### config.mk
export PLATFORM = sky130hd
export DESIGN_NAME = mult18x18_0c
export DESIGN_NICKNAME = d
export VERILOG_FILES = /design/src/rtl/mult18x18_pkg.sv /design/src/rtl/mult18x18_booth_pp.sv /design/src/rtl/mult18x18_0c.sv
export SDC_FILE = /design/constraint.sdc
export NUM_CORES = 1
export LEC_CHECK = 0
export CORE_ASPECT_RATIO = 1.4
export CORE_MARGIN = 2
export CORE_UTILIZATION = 57
export DETAILED_ROUTE_END_ITERATION = 8
export GPL_ROUTABILITY_DRIVEN = 0
export GPL_TIMING_DRIVEN = 0
export PLACE_DENSITY = 0.81
export SYNTH_ARGS = -nofsm -noshare
export SYNTH_HDL_FRONTEND = slang
export SYNTH_SLANG_ARGS = --single-unit
### constraint.sdc
create_clock -name vclk -period 6
set_input_delay 0.6 -clock vclk [all_inputs]
set_output_delay 0.6 -clock vclk [all_outputs]
set_load 0.01 [all_outputs]
### src/rtl/mult18x18_pkg.sv
// Shared constants, Booth select encoding and carry-save helper for the
// 18x18 signed Booth multiplier.
package mult18x18_pkg;

    localparam int A_W    = 18;
    localparam int B_W    = 18;
    localparam int P_W    = 36;
    localparam int NUM_PP = 9;

    // One Booth digit in {-2,-1,0,+1,+2}: magnitude select plus sign.
    typedef struct packed {
        logic neg;
        logic one;
        logic two;
    } booth_sel_t;

    typedef struct packed {
        logic [P_W-1:0] s;
        logic [P_W-1:0] c;
    } csa_t;

    // Window is {b[2i+1], b[2i], b[2i-1]}; digit = -2*w2 + w1 + w0.
    function automatic booth_sel_t booth_decode(input logic [2:0] win);
        booth_sel_t sel;
        sel.one = win[1] ^ win[0];
        sel.two = (win[2] & ~win[1] & ~win[0]) | (~win[2] & win[1] & win[0]);
        sel.neg = win[2] & ~(win[1] & win[0]);
        return sel;
    endfunction

    // 3:2 compressor across a whole vector; carry out of the top bit is
    // dropped because the product is taken modulo 2^36.
    function automatic csa_t csa(input logic [P_W-1:0] x,
                                 input logic [P_W-1:0] y,
                                 input logic [P_W-1:0] z);
        csa_t           r;
        logic [P_W-1:0] maj;
        maj = (x & y) | (x & z) | (y & z);
        r.s = x ^ y ^ z;
        r.c = {maj[P_W-2:0], 1'b0};
        return r;
    endfunction

endpackage

### src/rtl/mult18x18_booth_pp.sv
// One radix-4 Booth partial product: selects 0, +-A or +-2A from a 3-bit
// window of B and returns it sign-extended, with the negate correction bit.
module mult18x18_booth_pp
    import mult18x18_pkg::*;
(
    input  logic [A_W-1:0] a,
    input  logic [2:0]     win,
    output logic [P_W-1:0] pp,
    output logic           neg
);

    booth_sel_t             sel;
    logic signed [A_W:0]    mag;
    logic signed [A_W:0]    sel_val;

    assign sel = booth_decode(win);

    // 19 bits so that 2*(-131072) = -2^18 is representable before extension.
    always_comb begin
        mag = '0;
        if (sel.two)
            mag = {a, 1'b0};
        else if (sel.one)
            mag = {a[A_W-1], a};
        sel_val = sel.neg ? ~mag : mag;
    end

    assign pp  = {{(P_W-A_W-1){sel_val[A_W]}}, sel_val};
    assign neg = sel.neg;

endmodule

### src/rtl/mult18x18_0c.sv
// 18x18 signed multiplier: Booth partial products, carry-save reduction,
// one final adder, with 0, 1 or 2 optional register stages.
module mult18x18_0c
    import mult18x18_pkg::*;
#(
    parameter int LATENCY = 0
) (
    input  logic          clk,
    input  logic          rst,
    input  logic          en,
    input  logic [17:0]   A,
    input  logic [17:0]   B,
    output logic [35:0]   O
);

    logic signed [A_W-1:0] a_op;
    logic signed [B_W-1:0] b_op;
    logic [B_W:0]          b_ext;
    logic [P_W-1:0]        pp   [NUM_PP];
    logic [NUM_PP-1:0]     neg;
    logic [P_W-1:0]        opnd [NUM_PP+1];
    csa_t                  l1   [3];
    csa_t                  l2   [2];
    csa_t                  l3;
    csa_t                  l4;
    csa_t                  l5;
    logic [P_W-1:0]        prod;

    // Implicit b[-1] = 0 below the LSB.
    assign b_ext = {b_op, 1'b0};

    for (genvar i = 0; i < NUM_PP; i++) begin : g_pp
        mult18x18_booth_pp u_pp (
            .a   (a_op),
            .win (b_ext[2*i+2 -: 3]),
            .pp  (pp[i]),
            .neg (neg[i])
        );
    end

    // Correction bits sit at distinct even weights, so they share one row.
    always_comb begin
        for (int i = 0; i < NUM_PP; i++)
            opnd[i] = pp[i] << (2 * i);
        opnd[NUM_PP] = '0;
        for (int i = 0; i < NUM_PP; i++)
            opnd[NUM_PP][2*i] = neg[i];
    end

    // 10 rows -> 7 -> 5 -> 4 -> 3 -> 2.
    assign l1[0] = csa(opnd[0], opnd[1], opnd[2]);
    assign l1[1] = csa(opnd[3], opnd[4], opnd[5]);
    assign l1[2] = csa(opnd[6], opnd[7], opnd[8]);
    assign l2[0] = csa(l1[0].s, l1[0].c, l1[1].s);
    assign l2[1] = csa(l1[1].c, l1[2].s, l1[2].c);
    assign l3    = csa(l2[0].s, l2[0].c, l2[1].s);
    assign l4    = csa(l3.s, l3.c, l2[1].c);
    assign l5    = csa(l4.s, l4.c, opnd[NUM_PP]);

    assign prod = l5.s + l5.c;

    if (LATENCY == 0) begin : g_lat0
        logic unused_ctrl;
        assign unused_ctrl = &{1'b0, clk, rst, en};
        assign a_op = A;
        assign b_op = B;
        assign O    = prod;
    end else begin : g_lat_reg
        logic signed [A_W-1:0] a_p0;
        logic signed [B_W-1:0] b_p0;

        // ---- stage p0: operand registers ----
        always_ff @(posedge clk or negedge rst) begin
            if (!rst) begin
                a_p0 <= '0;
                b_p0 <= '0;
            end else if (en) begin
                a_p0 <= A;
                b_p0 <= B;
            end
        end

        assign a_op = a_p0;
        assign b_op = b_p0;

        if (LATENCY == 1) begin : g_lat1
            assign O = prod;
        end else begin : g_lat2
            logic [P_W-1:0] prod_p1;

            // ---- stage p1: product register ----
            always_ff @(posedge clk or negedge rst) begin
                if (!rst)
                    prod_p1 <= '0;
                else if (en)
                    prod_p1 <= prod;
            end

            assign O = prod_p1;
        end
    end

endmodule

==> metrics.log <==
[metrics] area of the mapped netlist: 0.0103 mm²
[metrics] share of synthesized area occupied by flip-flops and latches: 0%
[metrics] Row Count: 58
[metrics] worst hold path type: primary input to primary output
[metrics] synth unique cells: 52
[metrics] worst setup slack after placement: -2110 ps
[metrics] launching element of the worst setup path: A[17]
[metrics] effective utilization at floorplan: 57.6%
[metrics] cell mode on critical path: sky130_fd_sc_hd__inv_1
[metrics] Relative slew margins: 33.6%
[metrics] post-detailed-routing wire length: 43700 µm
[metrics] Top-Level Pins: 75
[metrics] crit path kind: primary input to primary output
[metrics] commonest non-fill, non-tap cells in the layout: sky130_fd_sc_hd__inv_1, sky130_fd_sc_hd__fa_1, sky130_fd_sc_hd__buf_4, sky130_fd_sc_hd__and3_1, sky130_fd_sc_hd__xnor2_1
[metrics] data arrival time of the critical path: 6160 ps
[metrics] floorplan die area: 0.0192 mm²
[metrics] worst path cell trace: buf_2 -> clkbuf_8 -> o21ai_1 -> xnor2_2 -> inv_1 -> fa_2 -> fa_2 -> inv_2 -> fa_1 -> inv_1 -> fa_1 -> inv_1 -> ha_1 -> ha_1 -> buf_4 -> nand2_1 -> nor2_1 -> nand3b_1 -> a21oi_4 -> a2111oi_4 -> xnor2_1 -> buf_2
[metrics] Fmax achieved: 148 MHz
[metrics] Area growth syn-to-layout: 40.4%
[metrics] run status: complete, but fails checks
[metrics] DR DRC count: 0
[metrics] maximum number of pins on one net before global-route repair: 11
[metrics] total count of max-transition violations in the final report: 0
[metrics] syn_area_per_cell: 8.04 µm²
[metrics] first-pass GRT wire length: 56700 µm
[metrics] synthesized instance count: 1279
[metrics] DRT Pass-1 Iters: 7
[metrics] sequential cell area in the final layout: 0 µm²
[metrics] final count of hold timing violations: 0
[metrics] Overall Global Routing Usage: 36.8%
[metrics] share of the cycle needed by the critical path after routing: 113%
[metrics] Max Cap Violations: 0
[metrics] final worst path period need: 6760 ps
[metrics] nature of the critical path endpoint: primary output
[metrics] failing checks: setup timing
[metrics] number of sequential storage elements: 0
[metrics] clock tree buffer count of the final layout: 0
[metrics] gate family responsible for the most delay along the worst path: adder cells
[metrics] sum of net half-perimeters after detailed placement: 24400 µm
[metrics] area of the core: 0.0179 mm²
[metrics] source of the worst hold timing path: B[1]
[metrics] Critical Path RT: 5400 ps
[metrics] DR iter-0 viols: 1895
[metrics] via count of the first global-routing pass: 11090
[metrics] critical path's largest stage delay: 640 ps
[metrics] biggest fanout along the worst timing path: 10
[metrics] routed vias: 11384
[metrics] via count normalized by instance count: 6.73
[metrics] warnings from Yosys: 0
[metrics] worst path buffer plus inverter count: 8
[metrics] Crit-path slowest cell: sky130_fd_sc_hd__fa_2
[metrics] Final Worst Setup Slack: -758 ps
[metrics] critical path endpoint: O[35]
[metrics] total number of cells along the worst setup path: 22
[metrics] antenna violations before repair: 0
[metrics] die outline width: 118 µm
[metrics] Worst Max-Slew Pin Slew: 990 ps
[metrics] unrepaired setup endpoints after global routing: yes
[metrics] fraction of layout instances using a drive strength above 1: 39.6%
[metrics] Post-Syn Nets: 1565
[metrics] gr ovfl total: 0
[metrics] most common cell after layout, fill and taps aside: sky130_fd_sc_hd__inv_1
[metrics] antenna cells: 0
[metrics] DRT antenna net count: 0
[metrics] setup violation total in the final timing report: 22
[metrics] Vert. Die Dim: 163 µm
[metrics] CP Launch Type: primary input
[metrics] Final Net Count: 1739
[metrics] count of input and output buffers: 54
[metrics] Routed WL per cell: 25.8 µm
metal layers:
metal / vias up / wire length (µm) / track usage (%) / part of all wire (%)
li1: 4565 / - / - / -
met1: 5314 / 14200 / 41.3 / 32
met2: 1063 / 19900 / 63.0 / 46
met3: 442 / 5020 / 7.67 / 12
met4: 0 / 4540 / 25.0 / 10
met5: - / 0 / 0 / 0
cells by family (layout without fill, tap and decap cells):
family	count (synthesis)	in the layout	share of synthesized area (%)
muxes	18	18	1.76
xor gates and xnor gates	191	191	16.3
adders and majority gates	247	247	41.3
and+or+nand+nor	265	265	14.0
AOI/OAI and AO/OA	280	281	16.5
buffers and inverters	278	449	10.2
area by class of cell:
type | instances | area (µm²)
Buffer | 84 | 701
Multi-Input combinational cell | 1002 | 11300
Fill cell | 941 | 3410
Timing Repair Buffer | 180 | 1450
Tap cell | 240 | 300
Inverter | 185 | 699
how the worst min path moves through the flow:
stage               depth (start not counted)  endpoint  slack [ps]
finish                                      4      O[0]        2000
global route                                4      O[0]        2040
CTS                                         4      O[0]        2000
detailed placement                          5      O[1]        2300
global placement                            5      O[1]        2280
floorplan                                   2      O[0]        1410
repair_timing:
| item | in CTS | in global routing |
|---|---|---|
| cloned | 4 | 0 |
| gates resized for setup | 563 | 165 |
| hold buffers | 0 | 0 |
| endpoints found under the setup margin | 29 | 27 |
| setup buffers | 90 | 36 |
| pin swaps | 161 | 114 |
per-stage QoR:
step / instances / instance area, µm² / hold WS [ps] / setup TNS (ps) / util, %
6_report: 1691 / 14400 / 2000 / -11750 / 80.9
5_1_grt: 1691 / 14400 / 2040 / -15060 / 80.9
4_1_cts: 1659 / 13500 / 2000 / -4970 / 75.6
3_5_place_dp: 1573 / 11500 / 2300 / -44880 / 64.4
3_3_place_gp: 1573 / 11500 / 2280 / -43160 / 64.4
2_1_floorplan: 1279 / 10700 / 1410 / -90.5 / -
synthesized netlist by cell type (all sizes together), types with 27 or more instances:
| library cell | instances | share of area, % |
|---|---|---|
| inv | 185 | 6.8 |
| nor2 | 27 | 0.99 |
| and3 | 138 | 8.4 |
| buf | 29 | 1.1 |
| fa | 154 | 30 |
| o21ai | 35 | 1.7 |
| xnor2 | 143 | 12 |
| a21oi | 167 | 8.2 |
| xor2 | 48 | 4.1 |
| nand2 | 50 | 1.8 |
| ha | 93 | 11 |
| clkbuf | 64 | 2.3 |
Power is left out: the tool's default activity adds up to more than one toggle a clock period on the data nets, which glitch-free logic cannot reach.
